[config.mk]
export PLATFORM = sky130hd
export DESIGN_NAME = stopwatch_mmss_flat
export DESIGN_NICKNAME = d
export VERILOG_FILES = /design/src/rtl/stopwatch_mmss_if.sv /design/src/rtl/stopwatch_mmss.sv /design/src/flat_wrapper.sv
export SDC_FILE = /design/constraint.sdc
export NUM_CORES = 1
export LEC_CHECK = 0
export CORE_UTILIZATION = 30
export DETAILED_ROUTE_END_ITERATION = 8
export GPL_ROUTABILITY_DRIVEN = 0
export PLACE_DENSITY = 0.57
export SYNTH_ARGS = -nofsm -noshare
export SYNTH_HDL_FRONTEND = slang
export SYNTH_SLANG_ARGS = --single-unit
[constraint.sdc]
create_clock -name clk_in -period 1.95 [get_ports clk_in]
set_input_delay 0.2925 -clock clk_in [delete_from_list [all_inputs] [get_ports clk_in]]
set_output_delay 0.2925 -clock clk_in [all_outputs]
set_load 0.01 [all_outputs]
[src/rtl/stopwatch_mmss_if.sv]
// stopwatch_mmss_if: command inputs and display outputs of the MM:SS stopwatch.
interface stopwatch_mmss_if;
    logic       slow_clk;
    logic       start_stop;
    logic       clear;
    logic       tick;
    logic [3:0] sec_ones;
    logic [3:0] sec_tens;
    logic [3:0] min_ones;
    logic [3:0] min_tens;
    logic       running;
    logic       rollover;

    modport master (
        output slow_clk, start_stop, clear,
        input  tick, sec_ones, sec_tens, min_ones, min_tens, running, rollover
    );

    modport slave (
        input  slow_clk, start_stop, clear,
        output tick, sec_ones, sec_tens, min_ones, min_tens, running, rollover
    );
endinterface

[src/rtl/stopwatch_mmss.sv]
// stopwatch_mmss: MM:SS BCD stopwatch advanced by synchronized rising edges of slow_clk,
// controlled by start_stop/clear pulses through an IDLE/RUN/PAUSE FSM.
module stopwatch_mmss (
    input  logic            clk_in,
    input  logic            rst_n,
    stopwatch_mmss_if.slave sw
);
    typedef enum logic [1:0] {IDLE, RUN, PAUSE} state_t;

    state_t     state_q, state_d;
    logic       s1_q, s2_q, s3_q, tick_q, rollover_q, running_q;
    logic       tick_d, rollover_d, count, c0, c1, c2;
    logic [3:0] so_q, st_q, mo_q, mt_q;
    logic [3:0] so_d, st_d, mo_d, mt_d;

    always_comb begin
        tick_d     = s2_q & ~s3_q;
        count      = tick_d && state_q == RUN && !sw.clear;
        c0         = so_q == 4'd9;
        c1         = c0 && st_q == 4'd5;
        c2         = c1 && mo_q == 4'd9;
        so_d       = sw.clear ? 4'd0 : count      ? (c0 ? 4'd0 : so_q + 4'd1) : so_q;
        st_d       = sw.clear ? 4'd0 : count && c0 ? (st_q == 4'd5 ? 4'd0 : st_q + 4'd1) : st_q;
        mo_d       = sw.clear ? 4'd0 : count && c1 ? (mo_q == 4'd9 ? 4'd0 : mo_q + 4'd1) : mo_q;
        mt_d       = sw.clear ? 4'd0 : count && c2 ? (mt_q == 4'd5 ? 4'd0 : mt_q + 4'd1) : mt_q;
        rollover_d = count && c2 && mt_q == 4'd5;
        // clear outranks start_stop; start_stop toggles RUN against IDLE/PAUSE
        state_d    = sw.clear ? IDLE : sw.start_stop ? (state_q == RUN ? PAUSE : RUN) : state_q;
    end

    always_ff @(posedge clk_in or negedge rst_n) begin
        if (!rst_n) begin
            s1_q       <= 1'b0;
            s2_q       <= 1'b0;
            s3_q       <= 1'b0;
            tick_q     <= 1'b0;
            rollover_q <= 1'b0;
            running_q  <= 1'b0;
            state_q    <= IDLE;
            so_q       <= 4'd0;
            st_q       <= 4'd0;
            mo_q       <= 4'd0;
            mt_q       <= 4'd0;
        end else begin
            s1_q       <= sw.slow_clk;
            s2_q       <= s1_q;
            s3_q       <= s2_q;
            tick_q     <= tick_d;
            rollover_q <= rollover_d;
            running_q  <= state_d == RUN;
            state_q    <= state_d;
            so_q       <= so_d;
            st_q       <= st_d;
            mo_q       <= mo_d;
            mt_q       <= mt_d;
        end
    end

    assign sw.tick     = tick_q;
    assign sw.rollover = rollover_q;
    assign sw.running  = running_q;
    assign sw.sec_ones = so_q;
    assign sw.sec_tens = st_q;
    assign sw.min_ones = mo_q;
    assign sw.min_tens = mt_q;
endmodule

[src/flat_wrapper.sv]
// flat-port wrapper written by rule: the top's interface ports become plain ports
module stopwatch_mmss_flat 
  (clk_in, rst_n, sw_slow_clk, sw_start_stop, sw_clear, sw_tick, sw_sec_ones, sw_sec_tens, sw_min_ones, sw_min_tens, sw_running, sw_rollover);
  stopwatch_mmss_if sw_i ();
  input  logic clk_in;
  input  logic rst_n;
  input wire logic [$bits(sw_i.slow_clk)-1:0] sw_slow_clk;
  input wire logic [$bits(sw_i.start_stop)-1:0] sw_start_stop;
  input wire logic [$bits(sw_i.clear)-1:0] sw_clear;
  output wire logic [$bits(sw_i.tick)-1:0] sw_tick;
  output wire logic [$bits(sw_i.sec_ones)-1:0] sw_sec_ones;
  output wire logic [$bits(sw_i.sec_tens)-1:0] sw_sec_tens;
  output wire logic [$bits(sw_i.min_ones)-1:0] sw_min_ones;
  output wire logic [$bits(sw_i.min_tens)-1:0] sw_min_tens;
  output wire logic [$bits(sw_i.running)-1:0] sw_running;
  output wire logic [$bits(sw_i.rollover)-1:0] sw_rollover;
  assign sw_i.slow_clk = sw_slow_clk;
  assign sw_i.start_stop = sw_start_stop;
  assign sw_i.clear = sw_clear;
  assign sw_tick = sw_i.tick;
  assign sw_sec_ones = sw_i.sec_ones;
  assign sw_sec_tens = sw_i.sec_tens;
  assign sw_min_ones = sw_i.min_ones;
  assign sw_min_tens = sw_i.min_tens;
  assign sw_running = sw_i.running;
  assign sw_rollover = sw_i.rollover;
  stopwatch_mmss u_core (.clk_in(clk_in), .rst_n(rst_n), .sw(sw_i));
endmodule
==> metrics.log <==
[metrics] worst-case setup margin in the final layout: about 0.22 ns
[metrics] endpoint of the worst register-to-register path: u_core.sw.sec_tens[3]
[metrics] Clock Root Buffer: sky130_fd_sc_hd__clkbuf_8
[metrics] initial detailed-routing violation count: 19
[metrics] Setup Slack @ Placement: 0.03327 ns
[metrics] Final Critical Period: roughly 1.7 ns
[metrics] number of antenna cells inserted: 0
[metrics] Starting Density: 0.3228
[metrics] number of storage elements in the synthesis netlist: 24
[metrics] endpoints failing hold: 0
[metrics] die width: 65.70 um
[metrics] setup repair after global routing missed its margin: no
[metrics] share of synthesized cell area in and, or, nand and nor gates: 0.2631
[metrics] H-Tree Level Count: 1
[metrics] total congestion overflow after global routing: 0
[metrics] Final Max Tran Viols: 0
[metrics] GRT Total Usage: 0.1227
[metrics] # hold bufs at CTS: 0
[metrics] flop-to-flop setup slack: 0.22 ns
[metrics] Post-Syn Area: 0.001217 sq mm
[metrics] worst-skew pair later-pin latency: between 0.2 and 0.3 ns
[metrics] core outline area: 0.003771 sq mm
[metrics] fraction of layout cells with a size suffix above 1: 0.1103
[metrics] height of the chip: around 66 um
[metrics] post-synthesis xor/xnor area fraction: 0.01439
[metrics] post-cts gate resize count: 0
[metrics] part of the cycle the worst path needs: 0.8872
[metrics] remaining design rule violation count: 0
[metrics] Final Util: 0.4253
[metrics] overall power of the completed layout: 0.0009123 W
[metrics] CTS clk-pin slew, worst paths: about 0.090 ns
[metrics] Post-Synthesis Cells: 113
[metrics] number of endpoints failing setup at the final stage: 0
[metrics] DRT antenna net count: 0
[metrics] Buffers on Ports: 23
[metrics] Final Routed Wirelength: 2.354 mm
[metrics] Inserted Clock Buffers: 3
[metrics] post-synthesis net count: between 100 and 150
[metrics] pin count of the biggest net entering global routing: 25
[metrics] Total Die Area: roughly 0.0043 sq mm
[metrics] required time at the worst-slack endpoint: about 2.2 ns
[metrics] hpwl dp: 1.785 mm
[metrics] Worst setup SP type: register
[metrics] type of the worst setup path: register to register
[metrics] number of distinct standard cells referenced by the synthesized netlist: 38
[metrics] accumulated negative setup slack: 0 ns
[metrics] post-synthesis compound-gate area fraction: 0.1110
[metrics] routed wirelength normalized by instance count: 12.20 um
[metrics] run status: finished clean
[metrics] Primary FF master, synth: sky130_fd_sc_hd__dfrtp_1
[metrics] hold crit path type: register to register
[metrics] endpoint type of the worst setup path: register
[metrics] number of search-and-repair iterations in the first detailed-routing pass: 4
[metrics] dominant combinational cell family by area after synthesis: simple AND/OR/NAND/NOR gates
[metrics] Peak Freq: slightly below 600 MHz
[metrics] count of max-cap constraint violations: 0
[metrics] number of antenna violations at the first check in global routing: 0
[metrics] number of top-level design ports: 24
[metrics] Post-CTS Setup Repair Bufs: 0
[metrics] crit path DAT: just under 2 ns
[metrics] proportion of synthesized flip-flops having asynchronous set or reset: 1.000
[metrics] fillcell total: roughly 370
[metrics] share of the yosys chip area belonging to registers: 0.4933
[metrics] Via Count: 961
[metrics] number of core rows: 22
[metrics] Critical Path Start: u_core.sw.sec_ones[1]
[metrics] proportion of synthesized area in mux cells: 0.008222
[metrics] count of flip-flops with a built-in enable after synthesis: 0
[metrics] Critical path destination: u_core.sw.sec_tens[3]
[metrics] IR Drop Worst-Case VDD: 0.2186 mV
[metrics] post-layout net count: approximately 160
[metrics] Critical R2R Launch: u_core.sw.sec_ones[1]
[metrics] Avg Cell Area, Syn: about 11 sq um
[metrics] Yosys warning count: 0
[metrics] clock net sink count: 24
[metrics] worst hold path cell count: 0
[metrics] total power per unit cell area: ~570 mW/mm^2
[metrics] adder-cell area share of the yosys netlist: 0.08222
[metrics] Worst slew margin: 0.7562
[metrics] via count of the first global-routing pass: roughly 930
[metrics] first-pass GRT wire length: about 4.1 mm
[metrics] Worst Clk Skew: ~0.0060 ns
[metrics] pin slew with the least headroom to its limit: roughly 0.36 ns
[metrics] Max clock buf depth: 2
[metrics] leakage power summed over all cells: 0.6925 nW
[metrics] number of vias per cell after detailed routing: roughly 5
[metrics] relative area change from synthesis to final layout: 31.76%
[metrics] TritonCTS clock tree: yes
[metrics] worst-case reg-to-reg path depth: 7
[metrics] peak fanout along the critical path: 5
## routing by layer
layer | vias to the layer above | global-route usage | routed length [um]
met5 | - | 0 | 0
met4 | 0 | 0.04891 | 27
met3 | 2 | 0.02257 | 98
met2 | 20 | 0.1990 | 1097
met1 | 465 | 0.1594 | 1132
li1 | 474 | - | -
## worst max-delay path, cell delays in order (launching register included)
cell and delay (ns):
sky130_fd_sc_hd__dfrtp_1 0.43, sky130_fd_sc_hd__inv_1 0.07, sky130_fd_sc_hd__ha_1 0.15, sky130_fd_sc_hd__nand4bb_1 0.18, sky130_fd_sc_hd__buf_4 0.20, sky130_fd_sc_hd__or3_1 0.41, sky130_fd_sc_hd__a21oi_1 0.15, sky130_fd_sc_hd__a21o_1 0.09
## cell type report
cell class	instances	area, sq um	area share
Tap cell	48	60.06	0.03744
Inverter	8	30.03	0.01872
Clock buffer	4	55.05	0.03432
Timing Repair Buffer	29	275.3	0.1716
Sequential cell	24	600.6	0.3744
Multi-Input combinational cell	80	583.1	0.3635
## flip-flops by register name, summed over array words and instances (netlist names)
signal and count:
u_core.s1_q 1, u_core.s2_q 1, u_core.s3_q 1, u_core.state_q 2, u_core.sw.min_ones 4, u_core.sw.min_tens 4
u_core.sw.rollover 1, u_core.sw.running 1, u_core.sw.sec_ones 4, u_core.sw.sec_tens 4, u_core.sw.tick 1
## cell families after synthesis
kind of cell,Yosys count
mux,1
compound gates,22
simple gates,47
xor+xnor,2
buf+inv,9
flops,24
fa+ha+maj,8
## metrics by stage
| stage | cell area, sq um | std cells | hold WS (ns) |
|---|---|---|---|
| floorplan | 1217 | 113 | -0.003091 |
| global placement | 1549 | 189 | 0.3339 |
| detailed placement | 1549 | 189 | 0.3442 |
| CTS | 1604 | 193 | 0.3635 |
| global route | 1604 | 193 | 0.3651 |
| finish | 1604 | 193 | 0.3602 |
## synth_stat cells, types with 2 or more instances
cell                       number  share of area
sky130_fd_sc_hd__dfrtp_1       24           0.49
sky130_fd_sc_hd__nand2_1        8          0.025
sky130_fd_sc_hd__o31ai_1        3          0.018
sky130_fd_sc_hd__o21ai_1        7          0.029
sky130_fd_sc_hd__inv_1          8          0.025
sky130_fd_sc_hd__nand3_1        6          0.025
sky130_fd_sc_hd__or3_1          3          0.015
sky130_fd_sc_hd__o21ai_0        2         0.0082
sky130_fd_sc_hd__ha_1           8          0.082
sky130_fd_sc_hd__nor4_1         2          0.010
sky130_fd_sc_hd__nand3b_1       2          0.012
sky130_fd_sc_hd__nor2b_1        2          0.010
sky130_fd_sc_hd__nor2_1         6          0.018
sky130_fd_sc_hd__a21oi_1        4          0.016
sky130_fd_sc_hd__and3b_1        4          0.029
sky130_fd_sc_hd__nand2b_1       2          0.010
## power by group
group	leakage, nW	total, W	internal [W]	switching [W]
Combinational	0.339	0.0000581	0.0000271	0.0000310
Sequential	0.324	0.000514	0.000507	0.00000731
Clock	0.0288	0.000340	0.000180	0.000160
## worst min-delay path by stage
stage | start | end | slack, ns
after floorplan | rst_n | u_core.s1_q | -0.003
after global placement | u_core.s1_q | u_core.s2_q | 0.33
after detailed placement | u_core.s1_q | u_core.s2_q | 0.34
after CTS | u_core.s1_q | u_core.s2_q | 0.36
after global routing | u_core.s1_q | u_core.s2_q | 0.37
final | u_core.s1_q | u_core.s2_q | 0.36
## cell usage in the layout, fill, tap and decap left out, types with 2 or more instances in the layout
master	n
sky130_fd_sc_hd__a21oi_1	4
sky130_fd_sc_hd__and3b_1	4
sky130_fd_sc_hd__buf_4	6
sky130_fd_sc_hd__clkbuf_8	4
sky130_fd_sc_hd__clkdlybuf4s50_1	23
sky130_fd_sc_hd__dfrtp_1	24
sky130_fd_sc_hd__ha_1	8
sky130_fd_sc_hd__inv_1	8
sky130_fd_sc_hd__nand2_1	8
sky130_fd_sc_hd__nand2b_1	2
sky130_fd_sc_hd__nand3_1	6
sky130_fd_sc_hd__nand3b_1	2
sky130_fd_sc_hd__nor2_1	6
sky130_fd_sc_hd__nor2b_1	2
sky130_fd_sc_hd__nor4_1	2
sky130_fd_sc_hd__o21ai_0	2
sky130_fd_sc_hd__o21ai_1	7
sky130_fd_sc_hd__o31ai_1	3
sky130_fd_sc_hd__or3_1	3
Note: power is estimated with default switching activity, not from simulation.
